==> config.mk <==
export PLATFORM = sky130hd
export DESIGN_NAME = brush_plotter_flat
export DESIGN_NICKNAME = d
export VERILOG_FILES = /design/src/rtl/brush_plotter_if.sv /design/src/rtl/brush_plotter.sv /design/src/flat_wrapper.sv
export SDC_FILE = /design/constraint.sdc
export NUM_CORES = 1
export LEC_CHECK = 0
export BUFFER_PORTS_ARGS = -buffer_cell sky130_fd_sc_hd__buf_2
export CAP_MARGIN = 20
export CORE_AREA = 2 2 150 152
export CTS_CLUSTER_SIZE = 14
export DETAILED_ROUTE_END_ITERATION = 10
export DIE_AREA = 0 0 152 154
export PLACE_DENSITY = 0.59
export SLEW_MARGIN = 20
export SYNTH_ARGS = -nofsm -noshare
export SYNTH_HDL_FRONTEND = slang
export SYNTH_SLANG_ARGS = --single-unit
==> constraint.sdc <==
create_clock -name iClk -period 3.27 [get_ports iClk]
set_input_delay 0.1635 -clock iClk [delete_from_list [all_inputs] [get_ports iClk]]
set_output_delay 0.1635 -clock iClk [all_outputs]
set_load 0.1 [all_outputs]
==> src/rtl/brush_plotter_if.sv <==
// Request/pixel-stream bundle between the mouse front end, brush_plotter and the VGA plot port.
// The master drives cursor and button requests; the slave returns the pixel write stream.
interface brush_plotter_if #(
    parameter int SCREEN_WIDTH  = 320,
    parameter int SCREEN_HEIGHT = 240,
    parameter int COLOUR_BITS   = 3,
    parameter int BRUSH_BITS    = 2
);
    localparam int XW = $clog2(SCREEN_WIDTH) + 1;
    localparam int YW = $clog2(SCREEN_HEIGHT) + 1;

    logic                   iClear;
    logic [COLOUR_BITS-1:0] iColour;
    logic [BRUSH_BITS-1:0]  iBrush;
    logic [7:0]             iX_cell;
    logic [7:0]             iY_cell;
    logic                   iLeftbtn;
    logic                   iRightbtn;
    logic [XW-1:0]          oX_pixel;
    logic [YW-1:0]          oY_pixel;
    logic [COLOUR_BITS-1:0] oColour;
    logic                   oPlot;
    logic                   oBusy;
    logic                   oDone;

    modport master (
        output iClear, iColour, iBrush, iX_cell, iY_cell, iLeftbtn, iRightbtn,
        input  oX_pixel, oY_pixel, oColour, oPlot, oBusy, oDone
    );

    modport slave (
        input  iClear, iColour, iBrush, iX_cell, iY_cell, iLeftbtn, iRightbtn,
        output oX_pixel, oY_pixel, oColour, oPlot, oBusy, oDone
    );
endinterface

==> src/rtl/brush_plotter.sv <==
// Square-brush plotter: turns cell-level mouse draw/erase/clear requests into a
// clipped, one-pixel-per-cycle raster of registered VGA adapter writes.
module brush_plotter #(
    parameter int SCREEN_WIDTH  = 320,
    parameter int SCREEN_HEIGHT = 240,
    parameter int CELL_WIDTH    = 5,
    parameter int COLOUR_BITS   = 3,
    parameter int BRUSH_BITS    = 2,
    parameter logic [COLOUR_BITS-1:0] BG_COLOUR = {COLOUR_BITS{1'b1}}
) (
    input  logic             iClk,
    input  logic             iResetn,
    brush_plotter_if.slave   bus
);
    localparam int XW   = $clog2(SCREEN_WIDTH) + 1;
    localparam int YW   = $clog2(SCREEN_HEIGHT) + 1;
    // Wide enough for the furthest brush pixel (255 cells plus the largest brush) and the screen size.
    localparam int SPAN = (256 + (2 ** BRUSH_BITS)) * CELL_WIDTH + SCREEN_WIDTH + SCREEN_HEIGHT;
    localparam int AW   = $clog2(SPAN) + 1;

    localparam logic [AW-1:0] ZERO_A   = {AW{1'b0}};
    localparam logic [AW-1:0] ONE_A    = {{(AW-1){1'b0}}, 1'b1};
    localparam logic [AW-1:0] CELL_A   = AW'(CELL_WIDTH);
    localparam logic [AW-1:0] WIDTH_A  = AW'(SCREEN_WIDTH);
    localparam logic [AW-1:0] HEIGHT_A = AW'(SCREEN_HEIGHT);

    typedef enum logic [1:0] {IDLE = 2'd0, DRAW = 2'd1, CLEAR = 2'd2, DONE = 2'd3} state_t;

    state_t                 state_r, state_nxt_s;
    logic                   clear_d_r, clear_pend_r;
    logic                   clear_rise_s, clear_req_s;
    logic                   start_draw_s, start_clear_s;
    logic                   req_erase_s, suppress_s;
    logic [COLOUR_BITS-1:0] req_colour_s;

    logic [AW-1:0]          x0_r, y0_r, lim_x_r, lim_y_r, dx_r, dy_r;
    logic [AW-1:0]          x_sum_s, y_sum_s;
    logic                   clip_s, row_end_s, scan_end_s;
    logic [COLOUR_BITS-1:0] colour_r;
    logic                   op_clear_r;
    logic [7:0]             req_x_r, req_y_r;
    logic [BRUSH_BITS-1:0]  req_brush_r;
    logic                   req_erase_r;

    logic                   last_valid_r, last_erase_r;
    logic [7:0]             last_x_r, last_y_r;
    logic [COLOUR_BITS-1:0] last_colour_r;
    logic [BRUSH_BITS-1:0]  last_brush_r;

    logic [XW-1:0]          x_pix_r;
    logic [YW-1:0]          y_pix_r;
    logic [COLOUR_BITS-1:0] colour_out_r;
    logic                   plot_r, busy_r, done_r;

    assign clear_rise_s = bus.iClear & ~clear_d_r;
    assign clear_req_s  = clear_pend_r | clear_rise_s;
    assign x_sum_s      = x0_r + dx_r;
    assign y_sum_s      = y0_r + dy_r;
    assign clip_s       = (x_sum_s >= WIDTH_A) || (y_sum_s >= HEIGHT_A);
    assign row_end_s    = (dx_r == lim_x_r - ONE_A);
    assign scan_end_s   = row_end_s && (dy_r == lim_y_r - ONE_A);

    // Resolve the button request and compare it against the last completed draw.
    always_comb begin
        req_erase_s  = 1'b0;
        req_colour_s = bus.iColour;
        if (bus.iLeftbtn) begin
            req_erase_s  = 1'b0;
            req_colour_s = bus.iColour;
        end else begin
            req_erase_s  = 1'b1;
            req_colour_s = BG_COLOUR;
        end
        suppress_s = last_valid_r && (last_x_r == bus.iX_cell) && (last_y_r == bus.iY_cell)
                     && (last_colour_r == req_colour_s) && (last_brush_r == bus.iBrush)
                     && (last_erase_r == req_erase_s);
    end

    // Next-state decode; requests are only accepted in IDLE, clear first.
    always_comb begin
        state_nxt_s   = state_r;
        start_draw_s  = 1'b0;
        start_clear_s = 1'b0;
        case (state_r)
            IDLE: begin
                if (clear_req_s) begin
                    state_nxt_s   = CLEAR;
                    start_clear_s = 1'b1;
                end else if ((bus.iLeftbtn || bus.iRightbtn) && !suppress_s) begin
                    state_nxt_s  = DRAW;
                    start_draw_s = 1'b1;
                end else begin
                    state_nxt_s = IDLE;
                end
            end
            DRAW, CLEAR: begin
                if (scan_end_s) begin
                    state_nxt_s = DONE;
                end else begin
                    state_nxt_s = state_r;
                end
            end
            DONE:    state_nxt_s = IDLE;
            default: state_nxt_s = IDLE;
        endcase
    end

    // FSM state register.
    always_ff @(posedge iClk or negedge iResetn) begin
        if (!iResetn) begin
            state_r <= IDLE;
        end else begin
            state_r <= state_nxt_s;
        end
    end

    // Clear edge detector; a pending clear survives until CLEAR is entered.
    always_ff @(posedge iClk or negedge iResetn) begin
        if (!iResetn) begin
            clear_d_r    <= 1'b0;
            clear_pend_r <= 1'b0;
        end else begin
            clear_d_r <= bus.iClear;
            if (start_clear_s) begin
                clear_pend_r <= 1'b0;
            end else if (clear_rise_s) begin
                clear_pend_r <= 1'b1;
            end
        end
    end

    // Scan origin, extent and counters; a clear is a full-screen scan from the origin.
    always_ff @(posedge iClk or negedge iResetn) begin
        if (!iResetn) begin
            x0_r <= ZERO_A;  y0_r <= ZERO_A;  lim_x_r <= ZERO_A;  lim_y_r <= ZERO_A;
            dx_r <= ZERO_A;  dy_r <= ZERO_A;
            colour_r    <= {COLOUR_BITS{1'b0}};
            op_clear_r  <= 1'b0;
            req_x_r     <= 8'd0;
            req_y_r     <= 8'd0;
            req_brush_r <= {BRUSH_BITS{1'b0}};
            req_erase_r <= 1'b0;
        end else if (start_clear_s) begin
            x0_r <= ZERO_A;  y0_r <= ZERO_A;  lim_x_r <= WIDTH_A;  lim_y_r <= HEIGHT_A;
            dx_r <= ZERO_A;  dy_r <= ZERO_A;
            colour_r   <= BG_COLOUR;
            op_clear_r <= 1'b1;
        end else if (start_draw_s) begin
            x0_r    <= AW'(bus.iX_cell) * CELL_A;
            y0_r    <= AW'(bus.iY_cell) * CELL_A;
            lim_x_r <= (AW'(bus.iBrush) + ONE_A) * CELL_A;
            lim_y_r <= (AW'(bus.iBrush) + ONE_A) * CELL_A;
            dx_r    <= ZERO_A;
            dy_r    <= ZERO_A;
            colour_r    <= req_colour_s;
            op_clear_r  <= 1'b0;
            req_x_r     <= bus.iX_cell;
            req_y_r     <= bus.iY_cell;
            req_brush_r <= bus.iBrush;
            req_erase_r <= req_erase_s;
        end else if ((state_r == DRAW) || (state_r == CLEAR)) begin
            if (row_end_s) begin
                dx_r <= ZERO_A;
                dy_r <= dy_r + ONE_A;
            end else begin
                dx_r <= dx_r + ONE_A;
            end
        end
    end

    // Repeat-suppression memory: written on draw completion, invalidated by a finished clear.
    always_ff @(posedge iClk or negedge iResetn) begin
        if (!iResetn) begin
            last_valid_r  <= 1'b0;
            last_erase_r  <= 1'b0;
            last_x_r      <= 8'd0;
            last_y_r      <= 8'd0;
            last_colour_r <= {COLOUR_BITS{1'b0}};
            last_brush_r  <= {BRUSH_BITS{1'b0}};
        end else if (state_r == DONE) begin
            if (op_clear_r) begin
                last_valid_r <= 1'b0;
            end else begin
                last_valid_r  <= 1'b1;
                last_erase_r  <= req_erase_r;
                last_x_r      <= req_x_r;
                last_y_r      <= req_y_r;
                last_colour_r <= colour_r;
                last_brush_r  <= req_brush_r;
            end
        end
    end

    // Registered pixel stream: outputs lag the scan counters by one edge.
    always_ff @(posedge iClk or negedge iResetn) begin
        if (!iResetn) begin
            x_pix_r <= {XW{1'b0}};  y_pix_r <= {YW{1'b0}};  colour_out_r <= {COLOUR_BITS{1'b0}};
            plot_r  <= 1'b0;  busy_r <= 1'b0;  done_r <= 1'b0;
        end else begin
            case (state_r)
                DRAW, CLEAR: begin
                    x_pix_r      <= XW'(x_sum_s);
                    y_pix_r      <= YW'(y_sum_s);
                    colour_out_r <= colour_r;
                    plot_r       <= ~clip_s;
                    busy_r       <= 1'b1;
                    done_r       <= 1'b0;
                end
                DONE: begin
                    x_pix_r <= {XW{1'b0}};  y_pix_r <= {YW{1'b0}};  colour_out_r <= {COLOUR_BITS{1'b0}};
                    plot_r  <= 1'b0;  busy_r <= 1'b0;  done_r <= 1'b1;
                end
                default: begin
                    x_pix_r <= {XW{1'b0}};  y_pix_r <= {YW{1'b0}};  colour_out_r <= {COLOUR_BITS{1'b0}};
                    plot_r  <= 1'b0;  busy_r <= 1'b0;  done_r <= 1'b0;
                end
            endcase
        end
    end

    assign bus.oX_pixel = x_pix_r;
    assign bus.oY_pixel = y_pix_r;
    assign bus.oColour  = colour_out_r;
    assign bus.oPlot    = plot_r;
    assign bus.oBusy    = busy_r;
    assign bus.oDone    = done_r;
endmodule

==> src/flat_wrapper.sv <==
// flat-port wrapper written by rule: the top's interface ports become plain ports
module brush_plotter_flat 
#(
    parameter int SCREEN_WIDTH  = 320,
    parameter int SCREEN_HEIGHT = 240,
    parameter int CELL_WIDTH    = 5,
    parameter int COLOUR_BITS   = 3,
    parameter int BRUSH_BITS    = 2,
    parameter logic [COLOUR_BITS-1:0] BG_COLOUR = {COLOUR_BITS{1'b1}}
)
  (iClk, iResetn, bus_iClear, bus_iColour, bus_iBrush, bus_iX_cell, bus_iY_cell, bus_iLeftbtn, bus_iRightbtn, bus_oX_pixel, bus_oY_pixel, bus_oColour, bus_oPlot, bus_oBusy, bus_oDone);
  brush_plotter_if #(.SCREEN_WIDTH(SCREEN_WIDTH), .SCREEN_HEIGHT(SCREEN_HEIGHT), .COLOUR_BITS(COLOUR_BITS), .BRUSH_BITS(BRUSH_BITS)) bus_i ();
  input  logic iClk;
  input  logic iResetn;
  input wire logic [$bits(bus_i.iClear)-1:0] bus_iClear;
  input wire logic [$bits(bus_i.iColour)-1:0] bus_iColour;
  input wire logic [$bits(bus_i.iBrush)-1:0] bus_iBrush;
  input wire logic [$bits(bus_i.iX_cell)-1:0] bus_iX_cell;
  input wire logic [$bits(bus_i.iY_cell)-1:0] bus_iY_cell;
  input wire logic [$bits(bus_i.iLeftbtn)-1:0] bus_iLeftbtn;
  input wire logic [$bits(bus_i.iRightbtn)-1:0] bus_iRightbtn;
  output wire logic [$bits(bus_i.oX_pixel)-1:0] bus_oX_pixel;
  output wire logic [$bits(bus_i.oY_pixel)-1:0] bus_oY_pixel;
  output wire logic [$bits(bus_i.oColour)-1:0] bus_oColour;
  output wire logic [$bits(bus_i.oPlot)-1:0] bus_oPlot;
  output wire logic [$bits(bus_i.oBusy)-1:0] bus_oBusy;
  output wire logic [$bits(bus_i.oDone)-1:0] bus_oDone;
  assign bus_i.iClear = bus_iClear;
  assign bus_i.iColour = bus_iColour;
  assign bus_i.iBrush = bus_iBrush;
  assign bus_i.iX_cell = bus_iX_cell;
  assign bus_i.iY_cell = bus_iY_cell;
  assign bus_i.iLeftbtn = bus_iLeftbtn;
  assign bus_i.iRightbtn = bus_iRightbtn;
  assign bus_oX_pixel = bus_i.oX_pixel;
  assign bus_oY_pixel = bus_i.oY_pixel;
  assign bus_oColour = bus_i.oColour;
  assign bus_oPlot = bus_i.oPlot;
  assign bus_oBusy = bus_i.oBusy;
  assign bus_oDone = bus_i.oDone;
  brush_plotter #(.SCREEN_WIDTH(SCREEN_WIDTH), .SCREEN_HEIGHT(SCREEN_HEIGHT), .CELL_WIDTH(CELL_WIDTH), .COLOUR_BITS(COLOUR_BITS), .BRUSH_BITS(BRUSH_BITS), .BG_COLOUR(BG_COLOUR)) u_core (.iClk(iClk), .iResetn(iResetn), .bus(bus_i));
endmodule
==> results of run 1 <==
synthesized netlist by cell type (3+ instances only):
cell       instances  share of area [%]
fa_1               4                1.1
nor4_1             5               0.42
a2111oi_0          3               0.35
mux2_2            35                5.2
o31a_1             3               0.35
nor3b_1            4               0.40
a211oi_1           6               0.60
o2111ai_1          3               0.35
inv_1             40                2.0
xnor2_1           41                4.8
or3_1              5               0.42
nor3_1            15                1.0
o22ai_1           10               0.83
ha_1              53                8.8
nand3_1           29                1.9
dfrtp_1          129                 43
and2_1            11               0.92
nor2_1            34                1.7
xor2_1            27                3.1
o21bai_1           5               0.50
nand2_1           36                1.8
and3_1            11               0.92
nand3b_1           7               0.70
o21ai_0           62                4.1
or2_2              4               0.33
or3b_1             6               0.70
a21o_1             6               0.60
mux2i_1            4               0.53
o31ai_1            4               0.40
nor2b_1           14                1.2
a21oi_1           39                2.6
clkbuf_1          24                1.2
o211ai_1           4               0.40
o21a_1            13                1.3
nand4_1           14                1.2
metrics by stage:
step	cells	cell area [um2]
after floorplan	747	7520
after global placement	1057	8090
after detailed placement	1057	8090
after CTS	1089	8690
after global routing	1090	8700
final	1090	8700
registers in the layout, indices dropped and copies added (netlist names), 2 cells and up:
| register | cells |
|---|---|
| u_core.x0_r | 11 |
| u_core.last_brush_r | 2 |
| u_core.last_y_r | 8 |
| u_core.colour_r | 3 |
| u_core.req_y_r | 8 |
| u_core.y0_r | 11 |
| u_core.req_brush_r | 2 |
| u_core.dx_r | 12 |
| u_core.last_colour_r | 3 |
| u_core.req_x_r | 8 |
| u_core.state_r | 2 |
| u_core.last_x_r | 8 |
| u_core.bus.oColour | 3 |
| u_core.bus.oY_pixel | 9 |
| u_core.lim_x_r | 2 |
| u_core.bus.oX_pixel | 10 |
| u_core.dy_r | 12 |
| u_core.lim_y_r | 7 |
layout by cell type, fill, tap and decap left out, types with 11 or more instances in the layout:
master / instances
a21oi_1: 39
and2_1: 11
and3_1: 11
buf_2: 49
buf_4: 11
clkbuf_16: 17
dfrtp_1: 129
ha_1: 53
inv_1: 40
mux2_2: 35
nand2_1: 36
nand3_1: 29
nand4_1: 14
nor2_1: 34
nor2b_1: 13
nor3_1: 15
o21a_1: 13
o21ai_0: 62
xnor2_1: 41
xor2_1: 27
routing by layer:
layer | up-vias | part of all wire, % | global-route usage, %
met5 | - | 0 | 0
met1 | 2659 | 50 | 21.0
met4 | 0 | 1.2 | 4.58
met3 | 13 | 3.5 | 3.13
met2 | 96 | 45 | 23.1
li1 | 2783 | - | -
power groups by stage:
stage / combinational, mW / sequential (mW) / clock, mW
6_report: 0.190 / 1.60 / 1.89
5_1_grt: 0.222 / 1.60 / 2.01
4_1_cts: 0.196 / 1.60 / 1.94
3_5_place_dp: 0.192 / 1.63 / 0
3_3_place_gp: 0.192 / 1.63 / 0
2_1_floorplan: 0.102 / 1.63 / 0
repair_timing:
item	CTS	global route
hold buffers	2	0
setup endpoints to repair	0	1
hold endpoints to repair	113	0
kinds of logic after synthesis:
family | synth area share [%]
AO/OA/AOI/OAI | 14.7
buffers and inverters | 3.93
flip-flops | 42.9
multiplexers | 5.78
XOR/XNOR | 7.92
AND/OR/NAND/NOR | 14.9
adder cells (fa/ha/maj) | 9.89
worst max-delay path, delay by kind of cell, from the launching register on:
family / cells / cell delay [ns]
AOI/OAI and AO/OA: 4 / 1.01
and+or+nand+nor: 2 / 0.89
DFF: 1 / 0.49
adders and majority gates: 1 / 0.18
xor gates and xnor gates: 1 / 0.17
buffers and inverters: 1 / 0.10
path summary, 6_finish.rpt:
path	endpoint	cells past startpoint
worst min register to register	u_core.req_erase_r	2
max in group asynchronous	u_core.bus.oY_pixel[3]	3
worst min-delay path	u_core.colour_r[0]	3
worst max register to register	u_core.state_r[0]	9
min in group asynchronous	u_core.bus.oX_pixel[2]	2
worst max-delay path	u_core.state_r[0]	9
layout make-up:
cell class	count	area share (%)
multi-input cells	547	46.2
clock buffers	19	5.20
clock inverters	11	1.52
well taps	280	4.02
repair buffers	63	4.15
inverters	41	1.77
flip-flops and latches	129	37.1
==> impl_results.html, run 1 <==
<table>
<tr><th>Metric</th><th>Value</th></tr>
<tr><th colspan="2">Critical path</th></tr>
<tr><td>Startpoint-to-endpoint class of the critical path</td><td>flop to flop</td></tr>
<tr><td>Chain of cells forming the critical path</td><td>inv_1, ha_1, or3b_1, xnor2_1, nor4_1, o2111a_2, o2111ai_1, o21ai_0, a32oi_1</td></tr>
<tr><td>CP Launch Point</td><td>u_core.lim_y_r[0]</td></tr>
<tr><td>Maximum fanout along the worst path</td><td>13</td></tr>
<tr><td>Required time of the worst setup path</td><td>between 3 and 4 ns</td></tr>
<tr><td>Critical Path Source Type</td><td>flop</td></tr>
<tr><td>Type of destination of the critical path</td><td>flop</td></tr>
<tr><td>Reg-to-Reg Start</td><td>u_core.lim_y_r[0]</td></tr>
<tr><td>Data arrival time of the critical path</td><td>3.26 ns</td></tr>
<tr><td>Crit path largest cell delay</td><td>between 0.4 and 0.5 ns</td></tr>
<tr><td>Master of the slowest instance on the critical path</td><td>dfrtp_1</td></tr>
<tr><td>Setup slack of the most critical reg-to-reg path</td><td>~0.29 ns</td></tr>
<tr><th colspan="2">Power</th></tr>
<tr><td>Cell area power density</td><td>around 420 mW/mm2</td></tr>
<tr><td>Switching power share of the total</td><td>approximately 23%</td></tr>
<tr><td>Internal</td><td>approximately 2.8 mW</td></tr>
<tr><td>Static leakage</td><td>about 4.1 nW</td></tr>
<tr><td>Proportion of power drawn by the clock network</td><td>approximately half</td></tr>
<tr><td>Comb pwr share</td><td>approximately 5.2%</td></tr>
<tr><td>Maximum vdd drop</td><td>around 0.36 mV</td></tr>
<tr><td>Overall power consumption</td><td>3.68 mW</td></tr>
<tr><td>Net switching power</td><td>0.849 mW</td></tr>
<tr><td>Reg power frac</td><td>a little over two fifths</td></tr>
<tr><th colspan="2">Yosys</th></tr>
<tr><td>Post-synth top flop</td><td>dfrtp_1</td></tr>
<tr><td>Cell count after synthesis</td><td>~750</td></tr>
<tr><td>Area of the mapped netlist</td><td>around 0.0075 mm2</td></tr>
<tr><td>Sequential-to-total area share from yosys stat</td><td>around 43%</td></tr>
<tr><td>Number of enable flip-flop cells after synthesis</td><td>0</td></tr>
<tr><td>Share of synthesized flip-flops with an asynchronous set or reset</td><td>100%</td></tr>
<tr><td>Average size of a mapped cell</td><td>10.1 um2</td></tr>
<tr><td>Mapped Nets</td><td>830</td></tr>
<tr><td>Number of register bits inferred by synthesis</td><td>129</td></tr>
<tr><td>Warnings, synthesis</td><td>0</td></tr>
<tr><td>Unique cell type count in the Yosys netlist</td><td>63</td></tr>
<tr><th colspan="2">Layout</th></tr>
<tr><td>Area taken by flip-flops and latches</td><td>approximately 0.0032 mm2</td></tr>
<tr><td>Post-layout utilization of the core</td><td>between 40% and 50%</td></tr>
<tr><td>Fill cell instance count of the final layout</td><td>roughly 2100</td></tr>
<tr><td>Area of combinational cells with multiple inputs</td><td>between 0.004 and 0.005 mm2</td></tr>
<tr><td>Area growth syn-to-layout</td><td>15.8%</td></tr>
<tr><td>Fraction of layout instances using a drive strength above 1</td><td>about 17%</td></tr>
<tr><td>ANT cells</td><td>0</td></tr>
<tr><td>Net count of the finished layout</td><td>882</td></tr>
<tr><th colspan="2">Clocking</th></tr>
<tr><td>Root buf cell</td><td>clkbuf_16</td></tr>
<tr><td>Post-CTS setup-driven buffer insertion count</td><td>0</td></tr>
<tr><td>Number of clock buffers inserted by TritonCTS</td><td>17</td></tr>
<tr><td>Register clock-pin slew on the reported worst setup and hold paths</td><td>around 0.06 ns</td></tr>
<tr><td>Clock tree from TritonCTS</td><td>yes</td></tr>
<tr><td>Post-cts repair resize count</td><td>0</td></tr>
<tr><td>CTS Sinks</td><td>129</td></tr>
<tr><td>Number of buffers on the longest clock path</td><td>2</td></tr>
<tr><td>H-tree levels</td><td>4</td></tr>
<tr><td>Clock Latency Late Sink</td><td>0.42 ns</td></tr>
<tr><th colspan="2">Global routing</th></tr>
<tr><td>GRT Overall Usage</td><td>around 15%</td></tr>
<tr><td>Number of global-route vias before repair</td><td>roughly 5500</td></tr>
<tr><td>Pin count of the biggest net entering global routing</td><td>~110</td></tr>
<tr><td>Total global routing overflow</td><td>0</td></tr>
<tr><td>Antenna violations before repair</td><td>0</td></tr>
<tr><td>Global-route wire length before repair</td><td>roughly 28000 um</td></tr>
<tr><th colspan="2">Die</th></tr>
<tr><td>Initial cell density of the core</td><td>approximately a third</td></tr>
<tr><td>Area of the placeable core</td><td>roughly 0.022 mm2</td></tr>
<tr><td>Site row count</td><td>54</td></tr>
<tr><td>Number of primary I/O pins</td><td>51</td></tr>
<tr><td>Die area</td><td>about 0.023 mm2</td></tr>
<tr><td>Width of the die</td><td>152 um</td></tr>
<tr><td>Vert. Die Dim</td><td>between 150 and 200 um</td></tr>
<tr><th colspan="2">Drt</th></tr>
<tr><td>Overall via count from detail_route</td><td>roughly 5600</td></tr>
<tr><td>Via density per instance</td><td>just over 5</td></tr>
<tr><td>Final Routed Wirelength</td><td>around 17000 um</td></tr>
<tr><td>1st-iter DRT viols</td><td>approximately 340</td></tr>
<tr><td>Post-route DRC violation count</td><td>0</td></tr>
<tr><td>Average routed wire per standard cell</td><td>15.5 um</td></tr>
<tr><td>DRT Pass-1 Iters</td><td>7</td></tr>
<tr><td>Detail Route Antenna Nets</td><td>0</td></tr>
<tr><th colspan="2">Timing</th></tr>
<tr><td>Crit share post-route</td><td>between 90 and 100%</td></tr>
<tr><td>Tightest slew margin relative to the limit</td><td>about a third</td></tr>
<tr><td>Worst setup slack after layout</td><td>between 0.2 and 0.3 ns</td></tr>
<tr><td>Post-route clock skew</td><td>0.00803 ns</td></tr>
<tr><td>Worst-Margin Slew</td><td>~0.99 ns</td></tr>
<tr><td>Fmax achieved</td><td>around 340 MHz</td></tr>
<tr><td>Time the worst path needs with I/O delays and setup</td><td>a little under 3 ns</td></tr>
<tr><td>Final setup vio count</td><td>0</td></tr>
<tr><td>Worst-case hold slack</td><td>0.0569 ns</td></tr>
<tr><td>Final-report hold violation count</td><td>0</td></tr>
<tr><td>Setup repair after global routing missed its margin</td><td>no</td></tr>
<tr><td>Aggregate negative setup slack</td><td>0 ns</td></tr>
<tr><td>Final-report max-slew violation count</td><td>0</td></tr>
<tr><th colspan="2">Place</th></tr>
<tr><td>HPWL after detailed placement</td><td>between 10000 and 15000 um</td></tr>
<tr><td>Port-buffer cells</td><td>50</td></tr>
<tr><td>Global placement routability congestion</td><td>between 0.8 and 0.9</td></tr>
<tr><td>Placement-stage worst setup slack</td><td>0.260 ns</td></tr>
<tr><th colspan="2">Flow run</th></tr>
<tr><td>Number of violations of the max-capacitance limit</td><td>0</td></tr>
<tr><th colspan="2">Worst hold path</th></tr>
<tr><td>Class of the tightest hold or removal check</td><td>input port to flop</td></tr>
<tr><td>Hold path startpoint</td><td>bus_iColour[0]</td></tr>
<tr><th colspan="2">Run status</th></tr>
<tr><td>Result of the run</td><td>finished clean</td></tr>
</table>
Power figures use the tool's default switching activity.
==> run 2, diff against run 1 <==
Settings changed: BUFFER_PORTS_ARGS -buffer_cell sky130_fd_sc_hd__buf_2 to -buffer_cell sky130_fd_sc_hd__buf_4, PLACE_DENSITY 0.59 to 0.52.
==> run 2 against run 1 <==
Effect of this change: die area unchanged; count of clock-buffer cells in the layout unchanged; combinational power is 6% higher; via count about the same; power grew 0.19%; maximum frequency grew 3.2%; non-clock buffer count grew 2; critical endpoint unchanged.
==> impl_results.html, run 2 (same netlist as run 1, synthesis figures left out) <==
<table>
<tr><th>Metric</th><th>Value</th></tr>
<tr><th colspan="2">Drt</th></tr>
<tr><td>Average routed wire per standard cell</td><td>15.6 um (was 15.5 um)</td></tr>
<tr><td>1st-iter DRT viols</td><td>304 (was 341)</td></tr>
<tr><td>Detail Route Antenna Nets</td><td>0 (unchanged)</td></tr>
<tr><td>Overall via count from detail_route</td><td>5548 (was 5551)</td></tr>
<tr><td>DRT Pass-1 Iters</td><td>4 (was 7)</td></tr>
<tr><td>Via density per instance</td><td>5.08 (was 5.09)</td></tr>
<tr><td>Post-route DRC violation count</td><td>0 (unchanged)</td></tr>
<tr><td>Final Routed Wirelength</td><td>17100 um (was 16900 um)</td></tr>
<tr><th colspan="2">Timing</th></tr>
<tr><td>Fmax achieved</td><td>346 MHz (was 336 MHz)</td></tr>
<tr><td>Tightest slew margin relative to the limit</td><td>50.0% (was 33.9%)</td></tr>
<tr><td>Time the worst path needs with I/O delays and setup</td><td>2.89 ns (was 2.98 ns)</td></tr>
<tr><td>Crit share post-route</td><td>88.3% (was 91.1%)</td></tr>
<tr><td>Final setup vio count</td><td>0 (unchanged)</td></tr>
<tr><td>Worst setup slack after layout</td><td>0.383 ns (was 0.290 ns)</td></tr>
<tr><td>Final-report max-slew violation count</td><td>0 (unchanged)</td></tr>
<tr><td>Final-report hold violation count</td><td>0 (unchanged)</td></tr>
<tr><td>Worst-Margin Slew</td><td>0.750 ns (was 0.991 ns)</td></tr>
<tr><td>Setup repair after global routing missed its margin</td><td>no (unchanged)</td></tr>
<tr><td>Aggregate negative setup slack</td><td>0 ns (unchanged)</td></tr>
<tr><td>Post-route clock skew</td><td>0.00989 ns (was 0.00803 ns)</td></tr>
<tr><th colspan="2">Critical path</th></tr>
<tr><td>Reg-to-reg critical path endpoint</td><td>u_core.state_r[0] (unchanged)</td></tr>
<tr><td>Chain of cells forming the critical path</td><td>inv_1, ha_1, or3b_1, xnor2_1, nor4_1, o2111a_2, o2111ai_1, o21ai_0, a32oi_1 (unchanged)</td></tr>
<tr><td>Type of destination of the critical path</td><td>flop (unchanged)</td></tr>
<tr><td>Critical Path Source Type</td><td>flop (unchanged)</td></tr>
<tr><td>Required time of the worst setup path</td><td>3.54 ns (was 3.55 ns)</td></tr>
<tr><td>Startpoint-to-endpoint class of the critical path</td><td>flop to flop (unchanged)</td></tr>
<tr><td>Maximum fanout along the worst path</td><td>15 (was 13)</td></tr>
<tr><td>Data arrival time of the critical path</td><td>3.16 ns (was 3.26 ns)</td></tr>
<tr><td>Master of the slowest instance on the critical path</td><td>dfrtp_1 (unchanged)</td></tr>
<tr><td>Reg-to-Reg Start</td><td>u_core.lim_y_r[0] (unchanged)</td></tr>
<tr><td>Setup slack of the most critical reg-to-reg path</td><td>0.38 ns (was 0.29 ns)</td></tr>
<tr><td>Crit path largest cell delay</td><td>0.49 ns (about the same)</td></tr>
<tr><td>Cell count of the worst reg-to-reg path</td><td>9 (unchanged)</td></tr>
<tr><th colspan="2">Global routing</th></tr>
<tr><td>GRT Overall Usage</td><td>15.3% (was 14.9%)</td></tr>
<tr><td>Met3 demand-to-capacity share in global routing</td><td>2.90% (was 3.13%)</td></tr>
<tr><td>Met2 track demand over resource</td><td>23.5% (was 23.1%)</td></tr>
<tr><td>Global Route met1 Usage</td><td>21.8% (was 21.0%)</td></tr>
<tr><td>Global-route layer with the greatest usage</td><td>met2 (unchanged)</td></tr>
<tr><td>Pin count of the biggest net entering global routing</td><td>79 (was 114)</td></tr>
<tr><td>Total global routing overflow</td><td>0 (unchanged)</td></tr>
<tr><td>Number of global-route vias before repair</td><td>5504 (was 5518)</td></tr>
<tr><td>Global-route wire length before repair</td><td>28900 um (was 28200 um)</td></tr>
<tr><td>Antenna violations before repair</td><td>0 (unchanged)</td></tr>
<tr><th colspan="2">Clocking</th></tr>
<tr><td>Register clock-pin slew on the reported worst setup and hold paths</td><td>0.06 ns (about the same)</td></tr>
<tr><td>Clock tree from TritonCTS</td><td>yes (unchanged)</td></tr>
<tr><td>H-tree levels</td><td>4 (unchanged)</td></tr>
<tr><td>Root buf cell</td><td>clkbuf_16 (unchanged)</td></tr>
<tr><td>Number of buffers on the longest clock path</td><td>2 (unchanged)</td></tr>
<tr><td>Post-cts repair resize count</td><td>0 (unchanged)</td></tr>
<tr><td>CTS Sinks</td><td>129 (unchanged)</td></tr>
<tr><td>Clock Latency Late Sink</td><td>0.42 ns (about the same)</td></tr>
<tr><td>Number of clock buffers inserted by TritonCTS</td><td>17 (unchanged)</td></tr>
<tr><th colspan="2">Layout</th></tr>
<tr><td>Top library cells by usage in the layout, fill and taps aside</td><td>dfrtp_1 (129), o21ai_0 (62), buf_4 (60), ha_1 (53), xnor2_1 (41) (was dfrtp_1 (129), o21ai_0 (62), ha_1 (53), buf_2 (49), xnor2_1 (41))</td></tr>
<tr><td>Fraction of layout instances using a drive strength above 1</td><td>17.2% (was 17.0%)</td></tr>
<tr><td>Fill cell instance count of the final layout</td><td>2117 (was 2115)</td></tr>
<tr><td>Post-layout utilization of the core</td><td>40.8% (was 40.1%)</td></tr>
<tr><td>Largest regs</td><td>u_core.dx_r x12, u_core.dy_r x12 (unchanged)</td></tr>
<tr><td>ANT cells</td><td>0 (unchanged)</td></tr>
<tr><td>Cell area after layout</td><td>0.00885 mm2 (was 0.00870 mm2)</td></tr>
<tr><td>Area growth syn-to-layout</td><td>17.7% (was 15.8%)</td></tr>
<tr><td>Leading cell type in the layout, fill and taps excluded</td><td>dfrtp_1 (unchanged)</td></tr>
<tr><td>Net count of the finished layout</td><td>883 (was 882)</td></tr>
<tr><th colspan="2">Worst hold path</th></tr>
<tr><td>Hold path startpoint</td><td>bus_iY_cell[6] (was bus_iColour[0])</td></tr>
<tr><td>Worst Hold Path Cells</td><td>2 (was 3)</td></tr>
<tr><td>Class of the tightest hold or removal check</td><td>input port to flop (unchanged)</td></tr>
<tr><td>Endpoint of the worst hold path</td><td>u_core.req_y_r[6] (was u_core.colour_r[0])</td></tr>
<tr><th colspan="2">Die</th></tr>
<tr><td>Width of the die</td><td>152 um (unchanged)</td></tr>
<tr><td>Site row count</td><td>54 (unchanged)</td></tr>
<tr><td>Initial cell density of the core</td><td>34.7% (unchanged)</td></tr>
<tr><td>Vert. Die Dim</td><td>154 um (unchanged)</td></tr>
<tr><td>Number of primary I/O pins</td><td>51 (unchanged)</td></tr>
<tr><td>Die area</td><td>0.0234 mm2 (unchanged)</td></tr>
<tr><td>Area of the placeable core</td><td>0.0217 mm2 (unchanged)</td></tr>
<tr><th colspan="2">Place</th></tr>
<tr><td>HPWL after detailed placement</td><td>12400 um (was 12000 um)</td></tr>
<tr><td>Area of placed instances</td><td>0.00825 mm2 (was 0.00809 mm2)</td></tr>
<tr><td>Global placement routability congestion</td><td>0.804 (was 0.878)</td></tr>
<tr><td>Port-buffer cells</td><td>50 (unchanged)</td></tr>
<tr><td>Placement-stage worst setup slack</td><td>0.352 ns (was 0.260 ns)</td></tr>
<tr><th colspan="2">Power</th></tr>
<tr><td>Maximum vdd drop</td><td>0.345 mV (was 0.360 mV)</td></tr>
<tr><td>Static leakage</td><td>4.18 nW (was 4.13 nW)</td></tr>
<tr><td>Cell area power density</td><td>417 mW/mm2 (was 423 mW/mm2)</td></tr>
<tr><td>Overall power consumption</td><td>3.69 mW (was 3.68 mW)</td></tr>
<tr><th colspan="2">Flow run</th></tr>
<tr><td>Number of violations of the max-capacitance limit</td><td>0 (unchanged)</td></tr>
<tr><th colspan="2">Run status</th></tr>
<tr><td>Result of the run</td><td>finished clean (unchanged)</td></tr>
</table>
run 2: cell type report:
| type | count | area, um2 | share of cell area, % |
|---|---|---|---|
| Clock buffer | 19 | 443 | 5.01 |
| Tap cell | 280 | 350 | 3.96 |
| Timing Repair Buffer | 65 | 522 | 5.90 |
| Inverter | 41 | 154 | 1.74 |
| Sequential cell | 129 | 3230 | 36.5 |
| Clock inverter | 12 | 136 | 1.54 |
| Multi-Input combinational cell | 546 | 4010 | 45.4 |
run 2: timing repair:
item                                   in CTS  in global routing
hold buffers                                2                  0
setup buffers                               0                  0
endpoints found under the hold margin      76                  0
run 2: how the worst max path moves through the flow:
| stage | from | to | slack (ns) | cells after the start |
|---|---|---|---|---|
| floorplan | u_core.lim_y_r[0] | u_core.dx_r[2] | 0.81 | 10 |
| global placement | u_core.lim_y_r[0] | u_core.state_r[0] | 0.46 | 9 |
| detailed placement | u_core.lim_y_r[0] | u_core.state_r[0] | 0.35 | 9 |
| CTS | u_core.lim_y_r[0] | u_core.state_r[0] | 0.36 | 9 |
| global route | u_core.lim_y_r[0] | u_core.state_r[0] | 0.14 | 9 |
| finish | u_core.lim_y_r[0] | u_core.state_r[0] | 0.38 | 9 |
run 2: routing by layer:
metal	wire [um]	vias to the layer above
li1	-	2786
met1	8550	2666
met2	7640	79
met3	659	17
met4	233	0
met5	0	-
run 2: power by group:
group | switching [mW] | internal [mW]
clock network | 0.748 | 1.14
logic | 0.115 | 0.0855
registers | 0.000139 | 1.60
run 2: critical path, delay by kind of cell (launching register included):
family,cells,cell delay [ns]
xor+xnor,1,0.18
flops,1,0.49
simple gates,2,0.76
buf+inv,1,0.10
fa+ha+maj,1,0.18
compound gates,4,1.03
run 2: stage by stage:
stage               hold WS (ns)  cells
finish                    0.0281   1092
global route              0.0144   1092
CTS                      0.00849   1092
detailed placement         0.271   1059
global placement           0.260   1059
floorplan                 -0.132    747
